--- src/rtl/mod_counter_if.sv ---
// Control and status bundle for one modulo-N counter stage.
// The controller side drives the controls; the counter side returns count and tc.
interface mod_counter_if #(
    parameter int WIDTH = 6
);
    logic             en;
    logic             clr;
    logic             up_dn;
    logic             load;
    logic [WIDTH-1:0] load_val;
    logic [WIDTH-1:0] count;
    logic             tc;

    modport master (
        output en, clr, up_dn, load, load_val,
        input  count, tc
    );

    modport slave (
        input  en, clr, up_dn, load, load_val,
        output count, tc
    );
endinterface

--- src/rtl/mod_counter.sv ---
// Synchronous modulo-N up/down counter stage with clear, clamped load and wrap/saturate.
// Latency: count updates one edge after a control; tc is combinational in the same cycle.
// Backpressure: none; tc drives the next stage's en directly so cascades step on the same edge.
module mod_counter #(
    parameter int WIDTH   = 6,
    parameter int MODULUS = 60,
    parameter int WRAP    = 1
) (
    input  logic          clk,
    input  logic          reset,
    mod_counter_if.slave  bus
);

    if (MODULUS < 2 || MODULUS > (1 << WIDTH)) begin : g_bad_modulus
        $error("mod_counter: MODULUS must lie in 2..2**WIDTH");
    end

    localparam logic [WIDTH-1:0] TERM_HI = WIDTH'(MODULUS - 1);
    localparam logic [WIDTH-1:0] ONE     = WIDTH'(1);

    logic [WIDTH-1:0] count_q;
    logic [WIDTH-1:0] count_d;
    logic [WIDTH-1:0] load_clamped;
    logic             at_top;
    logic             at_zero;
    logic             term;

    always_comb begin
        at_top       = (count_q == TERM_HI);
        at_zero      = (count_q == '0);
        term         = bus.up_dn ? at_top : at_zero;
        load_clamped = (bus.load_val > TERM_HI) ? TERM_HI : bus.load_val;
        count_d      = count_q;

        if (bus.clr) begin
            count_d = '0;
        end else if (bus.load) begin
            count_d = load_clamped;
        end else if (bus.en) begin
            if (bus.up_dn) begin
                // Terminal compare before the increment; also folds a forced out-of-range value back to 0.
                if (count_q >= TERM_HI) begin
                    count_d = (at_top && WRAP == 0) ? count_q : '0;
                end else begin
                    count_d = count_q + ONE;
                end
            end else begin
                if (at_zero) begin
                    count_d = (WRAP != 0) ? TERM_HI : count_q;
                end else if (count_q > TERM_HI) begin
                    count_d = TERM_HI;
                end else begin
                    count_d = count_q - ONE;
                end
            end
        end
    end

    always_ff @(posedge clk) begin
        if (reset) begin
            count_q <= '0;
        end else begin
            count_q <= count_d;
        end
    end

    assign bus.count = count_q;
    assign bus.tc    = bus.en & term & ~reset & ~bus.clr & ~bus.load;

endmodule

--- src/flat_wrapper.sv ---
// flat-port wrapper written by rule: the top's interface ports become plain ports
module mod_counter_flat 
#(
    parameter int WIDTH   = 6,
    parameter int MODULUS = 60,
    parameter int WRAP    = 1
)
  (clk, reset, bus_en, bus_clr, bus_up_dn, bus_load, bus_load_val, bus_count, bus_tc);
  mod_counter_if #(.WIDTH(WIDTH)) bus_i ();
  input  logic clk;
  input  logic reset;
  input wire logic [$bits(bus_i.en)-1:0] bus_en;
  input wire logic [$bits(bus_i.clr)-1:0] bus_clr;
  input wire logic [$bits(bus_i.up_dn)-1:0] bus_up_dn;
  input wire logic [$bits(bus_i.load)-1:0] bus_load;
  input wire logic [$bits(bus_i.load_val)-1:0] bus_load_val;
  output wire logic [$bits(bus_i.count)-1:0] bus_count;
  output wire logic [$bits(bus_i.tc)-1:0] bus_tc;
  assign bus_i.en = bus_en;
  assign bus_i.clr = bus_clr;
  assign bus_i.up_dn = bus_up_dn;
  assign bus_i.load = bus_load;
  assign bus_i.load_val = bus_load_val;
  assign bus_count = bus_i.count;
  assign bus_tc = bus_i.tc;
  mod_counter #(.WIDTH(WIDTH), .MODULUS(MODULUS), .WRAP(WRAP)) u_core (.clk(clk), .reset(reset), .bus(bus_i));
endmodule
--- config.mk ---
export PLATFORM = sky130hd
export DESIGN_NAME = mod_counter_flat
export DESIGN_NICKNAME = d
export VERILOG_FILES = /design/src/rtl/mod_counter_if.sv /design/src/rtl/mod_counter.sv /design/src/flat_wrapper.sv
export SDC_FILE = /design/constraint.sdc
export NUM_CORES = 1
export LEC_CHECK = 0
export CAP_MARGIN = 30
export CELL_PAD_IN_SITES_DETAIL_PLACEMENT = 1
export CELL_PAD_IN_SITES_GLOBAL_PLACEMENT = 2
export CORE_MARGIN = 3
export CORE_UTILIZATION = 25
export DETAILED_ROUTE_END_ITERATION = 7
export GPL_TIMING_DRIVEN = 0
export PLACE_DENSITY_LB_ADDON = 0.05
export SETUP_SLACK_MARGIN = 0.4
export SLEW_MARGIN = 30
export SYNTH_ARGS = -nofsm -noshare
export SYNTH_HDL_FRONTEND = slang
export SYNTH_SLANG_ARGS = --single-unit
--- constraint.sdc ---
create_clock -name clk -period 2.3 [get_ports clk]
set_input_delay 0.575 -clock clk [delete_from_list [all_inputs] [get_ports clk]]
set_output_delay 0.575 -clock clk [all_outputs]
set_load 0.02 [all_outputs]
=== Word level (Yosys, flattened, before mapping) ===
Index checks and enable logic that the tools add are counted.

* Reductions and logical operators: 3
* $mul: 0
* Eq/ne operators: 1
* Bitwise logic cells: 7
* Div/mod/pow operators: 0
* Shift-type cells: 0
* Magnitude comparators: 3
* Multiplexer cells: 8
* $add $sub $neg: 2

{| class="wikitable"
|+ Operators by type and width
! kind !! count
|-
| $mux 6 || 7
|-
| $gt 6x6->1 const B || 2
|-
| $add 6x1->6 const B || 1
|-
| $eq 6x6->1 const B || 1
|-
| $ge 6x6->1 const B || 1
|-
| $logic_not 6->1 || 1
|-
| $sub 6x1->6 const B || 1
|-
| $and 1x1->1 || 4
|-
| $not 1->1 || 3
|-
| $reduce_bool 2->1 || 1
|-
| $reduce_or 2->1 || 1
|-
| $mux 1 || 1
|}

* Memories kept: 0
* Word-level logic and storage cells: 25
* Bits in latches: 0
* Memory bits (read-only): 0
* Bits in registers: 6
* Input bits: 12
* Memory bits (writable): 0
* Output and inout bits: 7

=== Depth between registers and ports, before layout ===
* Depth in word-level cells: 6
* Mapped depth: 6
* Gate-level depth less buffers: 6

=== Least setup slack after synthesis ===
OpenSTA, ideal clock, no wires.

* Path kind: reg2out
* From: register u_core.count_q[0], in the netlist u_core.bus.count[0]
* To: output bus_tc
* Arrival: 1788 ps
* Buffers on the path: 0
* Data required time: 1725 ps
* Stages on the path, launching flop included: 7
* Setup slack: -63 ps
* Cells stage by stage: dfxtp_1 inv_1 ha_1 or4b_4 or2_4 o32ai_1 and3_1

* Longest elaborated chain between the ends: 6
* Elaborated cells between the ends (all ways): 7
* Those cells by class: eq/ne: 1; mux: 1; bitwise: 4; reduce/logical: 1

{| class="wikitable"
|+ RTL lines
! element !! RTL line !! text
|-
| from (decl) || mod_counter.sv:21 || <nowiki>logic [WIDTH-1:0] count_q;</nowiki>
|-
| from (signal assigned) || mod_counter.sv:63 || <nowiki>count_q <= count_d;</nowiki>
|-
| $eq 6x6->1 / $logic_not 6->1 (equally long branches) || mod_counter.sv:29, mod_counter.sv:30 ||
|-
| $mux 1 (*) || mod_counter.sv:31 || <nowiki>term = bus.up_dn ? at_top : at_zero;</nowiki>
|-
| $and 1x1->1 (*) (4 in a row) || mod_counter.sv:68 || <nowiki>assign bus.tc = bus.en & term & ~reset & ~bus.clr & ~bus.load;</nowiki>
|-
| to (decl) || flat_wrapper.sv:18 || <nowiki>output wire logic [$bits(bus_i.tc)-1:0] bus_tc;</nowiki>
|}

Mark *: on every way between the ends. The rest lies on a longest branch, timed or not.

=== Worst setup path after layout ===
Ends and elaborated chain as after synthesis.

==> impl_metrics.json <==
{
  "slew_violations": 0,
  "failed_checks": "negative setup slack",
  "whs_ns": 0.5740,
  "netlist_instances": 98,
  "vdd_drop_max_mv": 0.2676,
  "stdcell_area_um2": 1028,
  "maxSlewHeadroom": 0.6939,
  "p_leak_nw": 0.4187,
  "status": "finished, violations left",
  "grt_overflow": 0,
  "gr-usage-all-layers": 0.1609,
  "syn_area_um2": 691.9,
  "clock-root-buffer": "clkbuf_4",
  "cts.sinks": 6,
  "finalClockSkew_ns": 0.005504,
  "holdPathStages": 2,
  "grt_pass1_wl_um": 4264,
  "hold_end": "u_core.bus.count[5]",
  "synthSimpleGateAreaFrac": 0.3617,
  "max_freq_mhz": 402.7,
  "cp_max_fo": 2,
  "area_delta_synth_final_pct": 48.64,
  "via_per_inst": 5.523,
  "worst_setup_path_end_kind": "primary output",
  "drt_iter0_markers": 10,
  "io_buffers": 18,
  "drive_gt1_frac": 0.2240,
  "n_antenna_cell": 0,
  "rr_startpoint": "u_core.bus.count[0]",
  "antenna_left": 0,
  "power_density_nw_per_um2": 383.0,
  "min_period_over_period": 1.080,
  "start_util": 0.2719,
  "nets": 142,
  "layout_setup_ws_ns": -0.1835,
  "tightest_slew_ns": 0.4591,
  "rr_worst_depth": 7,
  "grt_antenna_before_repair": 0,
  "io_pins": 19,
  "r2r_setup_slack_ns": 0.54,
  "yosys-top-cells-count": "10 x o21ai_0, 7 x nand3_1, 7 x nor2_1, 6 x dfxtp_1, 6 x nand2_1",
  "total_power_w": 0.0003939,
  "cap_violations": 0,
  "syn_area_per_cell_um2": 7.060,
  "crit_slowest_cell": "or4b_4",
  "pre_cts_slack_ns": -0.6210,
  "synth_edf_count": 0,
  "place_area_um2": 948.4,
  "synth_top_family_by_area": "simple AND/OR/NAND/NOR gates",
  "grt_max_degree": 11,
  "fp-row-count": 18,
  "synth_area_leaders": "dfxtp_1 17%, o21ai_0 7.2%, ha_1 5.4%",
  "synth_seq_cells": 6,
  "wl_per_cell_um": 16.66,
  "period_needed_ns": 2.483,
  "worst_hold_path_type": "reg2reg",
  "yosys.area.top_type": "dfxtp_1",
  "cts_tree": "built",
  "gp_congestion": 0.7520,
  "yosysTopAreaCellShare": 0.1736,
  "largest_register_ffs": 6,
  "seq_area_frac_synth": 0.1736,
  "syn_nets": 113,
  "path_clk_slew_ns": 0.05,
  "die_x_um": 58.61,
  "die_height_um": 58.61,
  "rsz0062_at_grt": "yes",
  "critPathKind": "reg2out",
  "fillers": 335,
  "finalSetupViolCount": 1,
  "cts_buffers": 3,
  "synth_fa_ha_area_frac": 0.06872,
  "path_delay_family": "simple AND/OR/NAND/NOR gates",
  "synthMuxAreaShare": 0,
  "dieArea_um2": 3435,
  "crit_required_ns": 1.73,
  "ys_warn_count": 0,
  "cpPeakStageDelay_ns": 0.45,
  "yosys.area_share.xor_xnor": 0.01266,
  "first_pass_iters": 4,
  "ys.flop_type": "dfxtp_1",
  "clock_latency_ns": 0.25,
  "crit_chain": "inv_4 -> ha_4 -> or4b_4 -> or2_4 -> o32ai_2 -> and3_4 -> buf_6",
  "grt_pass1_vias": 899,
  "holdCritStartpoint": "u_core.bus.count[5]",
  "cts-hold-fix-buffers": 0,
  "core_um2": 2545,
  "htree_levels": 1,
  "dpl.hpwl_um": 1901,
  "max-clock-path-buffers": 2,
  "synth_compound_area_frac": 0.3146,
  "async_flop_share": 0,
  "dr_total_vias": 856,
  "final_util": 0.4041,
  "hold_violations": 0,
  "routed_wl_um": 2583,
  "drc_errors": 0,
  "yosysMostFrequentCell": "o21ai_0",
  "worstSetupStartpointType": "flop",
  "r2r-end": "u_core.bus.count[2]",
  "arrival_ns": 1.91,
  "cp_num_buf_inv": 2,
  "synth_cell_type_count": 41
}
cells in the final DEF (no fill, tap or decap), types with 4 or more instances in the layout:
master	synthesis	final
nor2_1	7	7
clkdlybuf4s50_1	0	13
nand2_1	6	6
buf_4	2	9
a31oi_1	4	4
o21ai_0	10	10
nand3_1	7	7
worst max-delay path by stage:
stage | startpoint | endpoint | slack [ns] | cells past startpoint
after floorplan | u_core.bus.count[1] | bus_tc | 0.11 | 6
after CTS | u_core.bus.count[0] | bus_tc | -0.19 | 7
after detailed placement | bus_en | bus_tc | -0.62 | 5
after global routing | u_core.bus.count[0] | bus_tc | -0.22 | 7
final | u_core.bus.count[0] | bus_tc | -0.18 | 7
after global placement | bus_en | bus_tc | -0.62 | 5
worst register-to-register path, stage by stage (launching register included):
cell	delay (ns)
dfxtp_4	0.36
inv_4	0.06
ha_4	0.12
or4b_4	0.45
or2_4	0.25
buf_4	0.14
a31oi_1	0.17
a211oi_1	0.09
cells by family (layout without fill, tap and decap cells):
kind of cell	count (synthesis)	in the layout
compound gates	33	33
xor+xnor	1	1
fa+ha+maj	4	4
buf+inv	10	37
flops	6	6
simple gates	44	44
what timing repair did:
item                       CTS  global route
pin swaps                    2             1
setup endpoints to repair    3             5
buffers inserted             6             0
resized for setup           10             5
metrics by stage:
stage	TNS, ns	cells
3_3_place_gp	-0.6195	146
4_1_cts	-0.1895	155
5_1_grt	-0.2237	155
2_1_floorplan	0	98
3_5_place_dp	-0.6210	146
6_report	-0.1835	155
routing by layer:
metal,track usage,vias to the layer above,share of wire,wire (um)
met5,0,-,0,0
met3,0.03289,2,0.033,85
met1,0.2177,416,0.49,1271
met2,0.2711,12,0.47,1218
met4,0.01942,0,0.0031,8
li1,-,426,-,-
cell type report:
type                       count  area, um2  area share
sequential                     6      130.1      0.1265
multi-input combinational     82      558.0      0.5426
tap                           30      37.54     0.03650
buffer                         6      35.03     0.03406
inverter                       4      20.02     0.01946
clock buffer                   3      22.52     0.02190
timing repair buffer          24      225.2      0.2190
where the power goes:
| group | switching, W | internal (W) |
|---|---|---|
| logic | 0.0000830 | 0.0000867 |
| registers | 0.00000870 | 0.000109 |
| clock network | 0.0000465 | 0.0000596 |
No activity file was read; power rests on OpenSTA's default activity.
==> RTL change, RTL diff (same settings) <==
Make the reset (`reset`) asynchronous in one clocked block.
--- a/src/rtl/mod_counter.sv
+++ b/src/rtl/mod_counter.sv
@@ -58,3 +58,3 @@
 
-    always_ff @(posedge clk) begin
+    always_ff @(posedge clk or posedge reset) begin
         if (reset) begin
Function: differs if reset is asserted again (counterexample within 4 cycles, from zero or initial values and one cycle with reset high); with reset held inactive, the same outputs for 10 cycles.
==> RTL change against the original RTL <==
Worst setup slack better by 400 ps. Sequential share of layout area is 1.5 points higher. Design area is 5.0% higher. Via count is 3.4% lower. Largest cell class unchanged. Critical endpoint unchanged. Sequential cell count stayed put. Wire length hardly changed. Total power is 15% higher. Register-to-register slack better by 50 ps. Synthesized area is 3.6% lower.
==> RTL change: results <==
[status]
outcome = "finished clean"

[critical_path]
cp_slowest_cell = "or2_4"
slowest_delay_ps = 270
worstPathArrival_ps = 1510

[sta]
max-slew-margin-rel_pct = 73.8
fin_skew_ps = 5.07

[finish]
nets = 136

[place]
place_congestion = 0.760
portBuffers = 18
place_ws_ps = -674
dpl.hpwl_um = 1750

[synthesis]
synthAdderAreaFrac_pct = 5.63
synth-compound-area-share_pct = 30.2
async_flop_share_pct = 100
synthTopCellsByArea = "dfrtp_1 23%, o21ai_0 6.0%, ha_1 5.6%"
synth.yosys.seq_area_share_pct = 22.5
syn_nets = 102
synth.top_cells.by_count = "8 x o21ai_0, 7 x a21oi_1, 6 x dfrtp_1, 6 x nor2_1"
synthFlopType = "dfrtp_1"
synth_xor_xnor_area_share_pct = 3.94

[power_and_ir_drop]
switching_share_pct = 36.2
ir_drop_mv = 0.246
p_leak_nw = 0.439

[grt]
grt_pass1_vias = 860
grt_pass1_wl_um = 4220

[route]
drt_iter0_drc = 8
drt_pass1_iterations = 2
wl_per_cell_um = 17.2

[cts]
post-cts-setup-buffers = 8
RTL change: kinds of logic (layout without fill, tap and decap cells):
logic type / Yosys count / after routing
xor+xnor: 3 / 3
fa+ha+maj: 3 / 3
buf+inv: 11 / 44
simple gates: 33 / 33
flops: 6 / 6
compound gates: 31 / 31
RTL change: final cells by class:
type	instances	area (µm²)
multi-input combinational	70	542
sequential	6	153
buffer	6	50.0
inverter	5	18.8
fill	310	1420
clock buffer	4	26.3
tap	30	37.5
timing repair buffer	29	253
RTL change: stage by stage:
stage | utilization, % | hold slack (ps) | cell area [µm²] | std cells
4_1_cts | 41.5 | 646 | 1040 | 147
6_report | 43.2 | 648 | 1080 | 150
3_3_place_gp | 36.3 | 697 | 907 | 135
3_5_place_dp | 36.3 | 693 | 907 | 135
5_1_grt | 43.2 | 669 | 1080 | 150
2_1_floorplan | - | 366 | 689 | 87
RTL change: final timing paths:
kind / start / to / slack [ps] / depth (start not counted)
hold / removal: reset / u_core.bus.count[5] / 650 / 2
max in group asynchronous: reset / u_core.bus.count[1] / 1450 / 2
hold reg to reg: u_core.bus.count[0] / u_core.bus.count[0] / 780 / 3
setup reg to reg: u_core.bus.count[0] / u_core.bus.count[2] / 590 / 6
min in group clk: bus_clr / u_core.bus.count[0] / 660 / 2
setup / recovery: bus_load / bus_tc / 220 / 5
RTL change: power groups by stage:
stage                     clock, mW  sequential, mW  combinational [mW]
final                         0.102           0.130               0.222
after global routing          0.111           0.132               0.242
after CTS                     0.106           0.129               0.211
after detailed placement          0           0.132               0.175
after global placement            0           0.132               0.172
after floorplan                   0           0.138              0.0957
RTL change: routing by layer:
metal	GRT usage [%]	share of wire, %
met1	21.8	45
met2	26.6	49
met3	2.45	3.7
met4	6.62	2.0
met5	0	0
